### src/rtl/accel_predecode_queue_if.sv
// Issue-side and dispatch-side handshake bundle of the vector predecode queue.
// The slave view belongs to the queue; the master view belongs to the issue/dispatch environment.
interface accel_predecode_queue_if;
    logic        in_valid;
    logic        in_ready;
    logic [31:0] in_instr;
    logic        out_valid;
    logic        out_ready;
    logic [31:0] out_instr;
    logic [4:0]  out_rs1;
    logic [4:0]  out_rs2;
    logic [4:0]  out_rd;
    logic [2:0]  out_op;
    logic        out_vfp;
    logic        out_illegal;
    logic        out_cfg;

    modport master (
        output in_valid, in_instr, out_ready,
        input  in_ready, out_valid, out_instr, out_rs1, out_rs2, out_rd,
        input  out_op, out_vfp, out_illegal, out_cfg
    );

    modport slave (
        input  in_valid, in_instr, out_ready,
        output in_ready, out_valid, out_instr, out_rs1, out_rs2, out_rd,
        output out_op, out_vfp, out_illegal, out_cfg
    );
endinterface

### src/rtl/accel_predecode_queue.sv
// Vector-instruction predecoder with an in-order FIFO between scalar issue and the vector dispatcher.
// Config entries (vset*/vector CSR) optionally fence dispatch until the backend acknowledges them.
module accel_predecode_queue #(
    parameter int unsigned Depth    = 4,
    parameter bit          CfgFence = 1'b1
) (
    input  logic                    clk_i,
    input  logic                    rst_ni,
    input  logic                    flush_i,
    input  logic [1:0]              vs_i,
    input  logic [1:0]              fs_i,
    input  logic                    cfg_done_i,
    output logic                    drop_o,
    output logic [$clog2(Depth):0]  count_o,
    accel_predecode_queue_if.slave  bus
);
    localparam int unsigned AW = $clog2(Depth);
    localparam int unsigned CW = AW + 1;

    typedef struct packed {
        logic [31:0] instr;
        logic [4:0]  rs1;
        logic [4:0]  rs2;
        logic [4:0]  rd;
        logic [2:0]  op;
        logic        vfp;
        logic        illegal;
        logic        cfg;
    } entry_t;

    typedef struct packed {
        logic   accel;
        entry_t ent;
    } dec_t;

    typedef enum logic [0:0] {
        RUN      = 1'b0,
        WAIT_CFG = 1'b1
    } state_e;

    function automatic dec_t decode(input logic [31:0] ins, input logic [1:0] vs, input logic [1:0] fs);
        dec_t       d;
        logic       use_rs1;
        logic       use_rs2;
        logic       use_rd;
        logic       is_fs1;
        logic       is_fd;
        logic       is_load;
        logic       is_store;
        logic [3:0] mw;
        d        = {$bits(dec_t){1'b0}};
        use_rs1  = 1'b0;
        use_rs2  = 1'b0;
        use_rd   = 1'b0;
        is_fs1   = 1'b0;
        is_fd    = 1'b0;
        is_load  = 1'b0;
        is_store = 1'b0;
        mw       = {ins[28], ins[14:12]};
        case (ins[6:0])
            7'h57: begin
                d.accel = 1'b1;
                case (ins[14:12])
                    3'b001: begin
                        d.ent.vfp = 1'b1;
                        is_fd     = (ins[31:26] == 6'b010000);
                        use_rd    = is_fd;
                    end
                    3'b010: use_rd = (ins[31:26] == 6'b010000);
                    3'b100, 3'b110: use_rs1 = 1'b1;
                    3'b101: begin
                        use_rs1   = 1'b1;
                        is_fs1    = 1'b1;
                        d.ent.vfp = 1'b1;
                    end
                    3'b111: begin
                        use_rd    = 1'b1;
                        use_rs1   = (ins[31:30] != 2'b11);
                        use_rs2   = (ins[31:25] == 7'b1000000);
                        d.ent.cfg = 1'b1;
                    end
                    default: use_rs1 = 1'b0;
                endcase
            end
            7'h07, 7'h27: begin
                // Only the vector element widths; the rest are scalar FP loads/stores.
                case (mw)
                    4'b0000, 4'b0101, 4'b0110, 4'b0111,
                    4'b1000, 4'b1101, 4'b1110, 4'b1111: d.accel = 1'b1;
                    default:                            d.accel = 1'b0;
                endcase
                use_rs1  = d.accel;
                use_rs2  = d.accel & (ins[27:26] == 2'b10);
                is_load  = d.accel & (ins[6:0] == 7'h07);
                is_store = d.accel & (ins[6:0] == 7'h27);
            end
            7'h73: begin
                if ((ins[14:12] != 3'b000) && (ins[14:12] != 3'b100)) begin
                    case (ins[31:20])
                        12'h008, 12'h009, 12'h00A, 12'h00F,
                        12'hC20, 12'hC21, 12'hC22: begin
                            d.accel   = 1'b1;
                            d.ent.cfg = 1'b1;
                            use_rs1   = 1'b1;
                            use_rs2   = 1'b1;
                            use_rd    = 1'b1;
                        end
                        default: d.accel = 1'b0;
                    endcase
                end else begin
                    d.accel = 1'b0;
                end
            end
            default: d.accel = 1'b0;
        endcase
        d.ent.instr = ins;
        d.ent.rs1   = use_rs1 ? ins[19:15] : 5'd0;
        d.ent.rs2   = use_rs2 ? ins[24:20] : 5'd0;
        d.ent.rd    = use_rd  ? ins[11:7]  : 5'd0;
        if (is_store) begin
            d.ent.op = 3'd4;
        end else if (is_load) begin
            d.ent.op = 3'd3;
        end else if (is_fs1) begin
            d.ent.op = 3'd1;
        end else if (is_fd) begin
            d.ent.op = 3'd2;
        end else begin
            d.ent.op = 3'd0;
        end
        d.ent.illegal = (vs == 2'b00) | (d.ent.vfp & (fs == 2'b00));
        return d;
    endfunction

    state_e         state_q;
    entry_t         mem_q [Depth];
    logic [AW-1:0]  wptr_q;
    logic [AW-1:0]  rptr_q;
    logic [CW-1:0]  count_q;
    logic           drop_q;

    dec_t           dec_s;
    entry_t         head_s;
    logic           ready_s;
    logic           valid_s;
    logic           accept_s;
    logic           enq_s;
    logic           deq_s;

    // Decode the offered instruction and derive the handshake strobes.
    always_comb begin
        dec_s    = decode(bus.in_instr, vs_i, fs_i);
        head_s   = mem_q[rptr_q];
        ready_s  = (count_q < CW'(Depth));
        // Releasing the fence lets the head go out in the acknowledge cycle itself.
        valid_s  = (count_q != {CW{1'b0}}) && ((state_q == RUN) || cfg_done_i);
        accept_s = bus.in_valid && ready_s && !flush_i;
        enq_s    = accept_s && dec_s.accel;
        deq_s    = valid_s && bus.out_ready && !flush_i;
    end

    // FIFO storage, pointers, occupancy and the drop pulse.
    always_ff @(posedge clk_i) begin
        if (!rst_ni) begin
            for (int unsigned i = 0; i < Depth; i++) begin
                mem_q[i] <= {$bits(entry_t){1'b0}};
            end
            wptr_q  <= {AW{1'b0}};
            rptr_q  <= {AW{1'b0}};
            count_q <= {CW{1'b0}};
            drop_q  <= 1'b0;
        end else if (flush_i) begin
            wptr_q  <= {AW{1'b0}};
            rptr_q  <= {AW{1'b0}};
            count_q <= {CW{1'b0}};
            drop_q  <= 1'b0;
        end else begin
            if (enq_s) begin
                mem_q[wptr_q] <= dec_s.ent;
                wptr_q        <= wptr_q + AW'(1);
            end
            if (deq_s) begin
                rptr_q <= rptr_q + AW'(1);
            end
            count_q <= count_q + CW'(enq_s) - CW'(deq_s);
            drop_q  <= accept_s && !dec_s.accel;
        end
    end

    // Config fence: a dispatched config entry holds off the rest until cfg_done_i.
    always_ff @(posedge clk_i) begin
        if (!rst_ni) begin
            state_q <= RUN;
        end else if (flush_i) begin
            state_q <= RUN;
        end else if (CfgFence && deq_s && head_s.cfg) begin
            state_q <= WAIT_CFG;
        end else if ((state_q == WAIT_CFG) && cfg_done_i) begin
            state_q <= RUN;
        end else begin
            state_q <= state_q;
        end
    end

    assign bus.in_ready    = ready_s;
    assign bus.out_valid   = valid_s;
    assign bus.out_instr   = head_s.instr;
    assign bus.out_rs1     = head_s.rs1;
    assign bus.out_rs2     = head_s.rs2;
    assign bus.out_rd      = head_s.rd;
    assign bus.out_op      = head_s.op;
    assign bus.out_vfp     = head_s.vfp;
    assign bus.out_illegal = head_s.illegal;
    assign bus.out_cfg     = head_s.cfg;
    assign drop_o          = drop_q;
    assign count_o         = count_q;
endmodule
### src/flat_wrapper.sv
// flat-port wrapper written by rule: the top's interface ports become plain ports
module accel_predecode_queue_flat 
#(
    parameter int unsigned Depth    = 4,
    parameter bit          CfgFence = 1'b1
)
  (clk_i, rst_ni, flush_i, vs_i, fs_i, cfg_done_i, drop_o, count_o, bus_in_valid, bus_in_instr, bus_out_ready, bus_in_ready, bus_out_valid, bus_out_instr, bus_out_rs1, bus_out_rs2, bus_out_rd, bus_out_op, bus_out_vfp, bus_out_illegal, bus_out_cfg);
  accel_predecode_queue_if bus_i ();
  input  logic clk_i;
  input  logic rst_ni;
  input  logic flush_i;
  input  logic [1:0] vs_i;
  input  logic [1:0] fs_i;
  input  logic cfg_done_i;
  output logic drop_o;
  output logic [$clog2(Depth):0] count_o;
  input wire logic [$bits(bus_i.in_valid)-1:0] bus_in_valid;
  input wire logic [$bits(bus_i.in_instr)-1:0] bus_in_instr;
  input wire logic [$bits(bus_i.out_ready)-1:0] bus_out_ready;
  output wire logic [$bits(bus_i.in_ready)-1:0] bus_in_ready;
  output wire logic [$bits(bus_i.out_valid)-1:0] bus_out_valid;
  output wire logic [$bits(bus_i.out_instr)-1:0] bus_out_instr;
  output wire logic [$bits(bus_i.out_rs1)-1:0] bus_out_rs1;
  output wire logic [$bits(bus_i.out_rs2)-1:0] bus_out_rs2;
  output wire logic [$bits(bus_i.out_rd)-1:0] bus_out_rd;
  output wire logic [$bits(bus_i.out_op)-1:0] bus_out_op;
  output wire logic [$bits(bus_i.out_vfp)-1:0] bus_out_vfp;
  output wire logic [$bits(bus_i.out_illegal)-1:0] bus_out_illegal;
  output wire logic [$bits(bus_i.out_cfg)-1:0] bus_out_cfg;
  assign bus_i.in_valid = bus_in_valid;
  assign bus_i.in_instr = bus_in_instr;
  assign bus_i.out_ready = bus_out_ready;
  assign bus_in_ready = bus_i.in_ready;
  assign bus_out_valid = bus_i.out_valid;
  assign bus_out_instr = bus_i.out_instr;
  assign bus_out_rs1 = bus_i.out_rs1;
  assign bus_out_rs2 = bus_i.out_rs2;
  assign bus_out_rd = bus_i.out_rd;
  assign bus_out_op = bus_i.out_op;
  assign bus_out_vfp = bus_i.out_vfp;
  assign bus_out_illegal = bus_i.out_illegal;
  assign bus_out_cfg = bus_i.out_cfg;
  accel_predecode_queue #(.Depth(Depth), .CfgFence(CfgFence)) u_core (.clk_i(clk_i), .rst_ni(rst_ni), .flush_i(flush_i), .vs_i(vs_i), .fs_i(fs_i), .cfg_done_i(cfg_done_i), .drop_o(drop_o), .count_o(count_o), .bus(bus_i));
endmodule
### config.mk
export PLATFORM = sky130hd
export DESIGN_NAME = accel_predecode_queue_flat
export DESIGN_NICKNAME = d
export VERILOG_FILES = /design/src/rtl/accel_predecode_queue_if.sv /design/src/rtl/accel_predecode_queue.sv /design/src/flat_wrapper.sv
export SDC_FILE = /design/constraint.sdc
export NUM_CORES = 1
export LEC_CHECK = 0
export BUFFER_PORTS_ARGS = -buffer_cell sky130_fd_sc_hd__buf_2
export CAP_MARGIN = 30
export CORE_ASPECT_RATIO = 0.75
export CORE_MARGIN = 2
export CORE_UTILIZATION = 55
export CTS_BUF_LIST = sky130_fd_sc_hd__clkbuf_4 sky130_fd_sc_hd__clkbuf_8
export DETAILED_ROUTE_END_ITERATION = 7
export GPL_TIMING_DRIVEN = 0
export PLACE_DENSITY = 0.78
export RECOVER_POWER = 25
export SLEW_MARGIN = 40
export SYNTH_ARGS = -nofsm -noshare
export SYNTH_HDL_FRONTEND = slang
export SYNTH_SLANG_ARGS = --single-unit
### constraint.sdc
create_clock -name clk_i -period 8.8 [get_ports clk_i]
set_clock_uncertainty 0.05 [all_clocks]
set_input_delay 1.76 -clock clk_i [delete_from_list [all_inputs] [get_ports clk_i]]
set_output_delay 1.76 -clock clk_i [all_outputs]
set_load 0.02 [all_outputs]
==> metrics.cfg <==
[clock_network]
post-cts-setup-buffer-count=0
htreeDepth=2
cts_tree=yes
cts_hold_buf=0
cts_buffers=35
cts.path.max_buffers=3
root_buffer=clkbuf_8
clock_sinks=223
insertion_delay_ns=0.52
clk_pin_slew_ns=0.06
post_cts_resized=0

[critical_path]
rrSetupSlack_ns=6.19
cpLargestDelayFamily=simple AND/OR/NAND/NOR gates
path_buf_inv=4
slowest_stage=clkbuf_1
path_cells=clkbuf_1, clkbuf_1, nor2_1, ha_1, or3b_1, or2_2, nand2_1, o21ai_0, clkbuf_1, nand2_4, buf_12
cp.arrival_ns=4.99
worstReg2RegEnd=u_core.mem_q[1][19]$_SDFFCE_PN0P_
crit_top_cell=clkbuf_1
startpoint_type=input pin
cpPeakStageDelay_ns=0.39
crit_path_max_fanout=36
crit_type=in2reg
crit_path_end_kind=flop
r2r-start=u_core.count_o[2]$_SDFF_PP0_
r2r_cells=6
cp.required_ns=8.95

[global_routing]
grt_max_degree=37
grt.total_usage_pct=24.3
grt_remaining_overflow=0
busiest_layer=met2
grt_pass1_wl_um=35200
grt_antenna_before_repair=0
grtUsageMet2_pct=39.6
first_global_vias=6274
met1_usage_pct=34.0
use_met3_pct=4.36

[sta]
holdWs_ns=0.471
worstMarginPinSlew_ns=0.791
setup_tns_ns=0
finalMaxSlewViolations=0
max_slew_margin_pct=46.7
setup_viol=0
period_needed_ns=4.84
hold_violations=0
fin_crit_sh_pct=55.1
rsz0062_at_grt=no
fmax_mhz=206

[placement]
hpwl_um=15000
numPortBuffers=99
place_area_mm2=0.0109
gp_congestion=0.880

[die]
die_w_um=159
boundaryPins=101
core-area_mm2=0.0177
core.rowCount=42
dieArea_mm2=0.0192
start_util_pct=56.3
die_h_um=121

[min_path]
min_path_cells=2
min_to=u_core.wptr_q[1]$_SDFFE_PP0N_
worstHoldStart=u_core.wptr_q[1]$_SDFFE_PP0N_
hold_path.class=reg2reg

[synthesis]
ys_types=55
syn_area_per_cell_um2=15.6
netlist_instances=640
synth_area_mm2=0.00997
synth-edff-count=212
synth_flop_cell=edfxtp_1
yosysSeqAreaShare_pct=66.1
ys.warnings.count=0
ys_async_sr_fraction_pct=0
ys_ff_latch=223

[power]
powerDensity_mw_per_mm2=190
p_leak_uw=0.00436
power_uw=2180
ir_drop_mv=0.157

[cells_and_area]
final.fill_count=1306
n_antenna_cell=0
drive_above_1_share_pct=29.8
syn_to_final_growth_pct=15.3
final_area_mm2=0.0115
fin_util_pct=64.9
fin_nets=834

[run]
maxCapViolations=0

[detailed_routing]
vias_per_cell=5.88
wl_um=22900
drtIter0Drc=669
dr.pass1.iters=7
ant_nets=0
drc=0
num_vias=6194
wl_per_cell_um=21.7

[run_status]
outcome=finished, final reports clean

[report_power, final]
part | switching, uW | internal (uW) | total, uW
Clock | 393 | 481 | 874
Sequential | 9.09 | 1190 | 1200
Combinational | 70.0 | 35.3 | 105
[worst max path at each step]
stage,slack (ns),to,start,cells after the start
finish,3.96,u_core.mem_q[0][30]$_SDFFCE_PN0P_,bus_in_instr[13],11
global route,3.71,u_core.mem_q[0][30]$_SDFFCE_PN0P_,bus_in_instr[13],11
CTS,4.08,u_core.mem_q[3][30]$_DFFE_PP_,bus_in_instr[13],13
detailed placement,3.54,u_core.mem_q[3][24]$_DFFE_PP_,bus_in_instr[13],13
global placement,-2.17,u_core.mem_q[3][17]$_DFFE_PP_,bus_in_instr[12],9
floorplan,1.04,u_core.mem_q[3][0]$_DFFE_PP_,bus_in_instr[13],8
[layout make-up]
type	instances	area [um^2]	area share, %
repair buffers	108	608	5.29
multi-input cells	364	3060	26.6
clock inverters	8	68.8	0.598
plain buffers	41	191	1.66
clock buffers	53	623	5.42
flip-flops and latches	223	6590	57.3
inverters	15	58.8	0.511
well taps	242	303	2.63
[routing by layer]
metal	vias up	part of all wire, %
met3	60	7.4
li1	2688	-
met1	3135	42
met2	311	48
met5	-	0
met4	0	2.6
[cell usage after synthesis (3+ instances only)]
cell type | n | share of area, %
nand2b_1 | 4 | 0.25
mux4_2 | 53 | 12
clkbuf_2 | 3 | 0.15
inv_1 | 11 | 0.41
ha_1 | 3 | 0.38
clkbuf_1 | 11 | 0.41
xnor2_1 | 3 | 0.26
a21oi_1 | 5 | 0.25
nand3_1 | 4 | 0.20
nor3_1 | 6 | 0.30
o21ai_0 | 8 | 0.40
and2_1 | 119 | 7.5
buf_4 | 6 | 0.45
nor4b_1 | 3 | 0.26
dfxtp_1 | 11 | 2.2
nand2_1 | 10 | 0.38
nor2_1 | 60 | 2.3
and3_1 | 43 | 2.7
buf_6 | 9 | 1.0
edfxtp_1 | 212 | 64
buf_2 | 12 | 0.60
[flip-flops by register name, summed over array words and instances (netlist names), named ones only]
name            flops
u_core.wptr_q       2
u_core.count_o      3
u_core.rptr_q       2
u_core.drop_o       1
u_core.state_q      1
u_core.mem_q      212
[cell families (layout without fill, tap and decap cells)]
kind of cell,count (synthesis),count (layout),synth area share [%]
AND/OR/NAND/NOR,272,272,15.7
flip-flops,223,223,66.1
buffers and inverters,56,225,3.25
multiplexers,53,53,12.0
AO/OA/AOI/OAI,27,27,2.07
adder cells (fa/ha/maj),4,4,0.577
XOR/XNOR,4,4,0.351
other,1,4,0.0376
[worst register-to-register path: cells and delay by family (launching register included)]
family          cells  cell delay, ns
simple gates        2            0.55
flops               1            0.42
compound gates      1            0.30
buf+inv             3            0.98
[stage by stage]
stage                     std cells  setup slack (ns)
after detailed placement        993              3.54
after global placement          984             -2.17
final                          1054              3.96
after CTS                      1054              4.08
after global routing           1054              3.71
after floorplan                 643              1.04
[placed cells by master, fill, tap and decap left out, types with 4 or more instances in the layout]
cell type  netlist  layout
a21oi_1          5       5
nand3_1          4       4
mux4_2          53      53
edfxtp_1       212     212
conb_1           1       4
nand2_1         10       8
nor3_1           6       6
nand2b_1         4       4
clkbuf_8         0      36
and2_0           0      38
and3_1          43      43
buf_2           12     102
clkbuf_1        11      30
inv_1           11      12
nor2_1          60      60
dfxtp_1         11      11
buf_4            6       6
o21ai_0          8      11
buf_6            9       5
and2_1         119      81
clkbuf_4         0      17
clkinv_1         0       4
No activity file was read; power rests on OpenSTA's default activity.
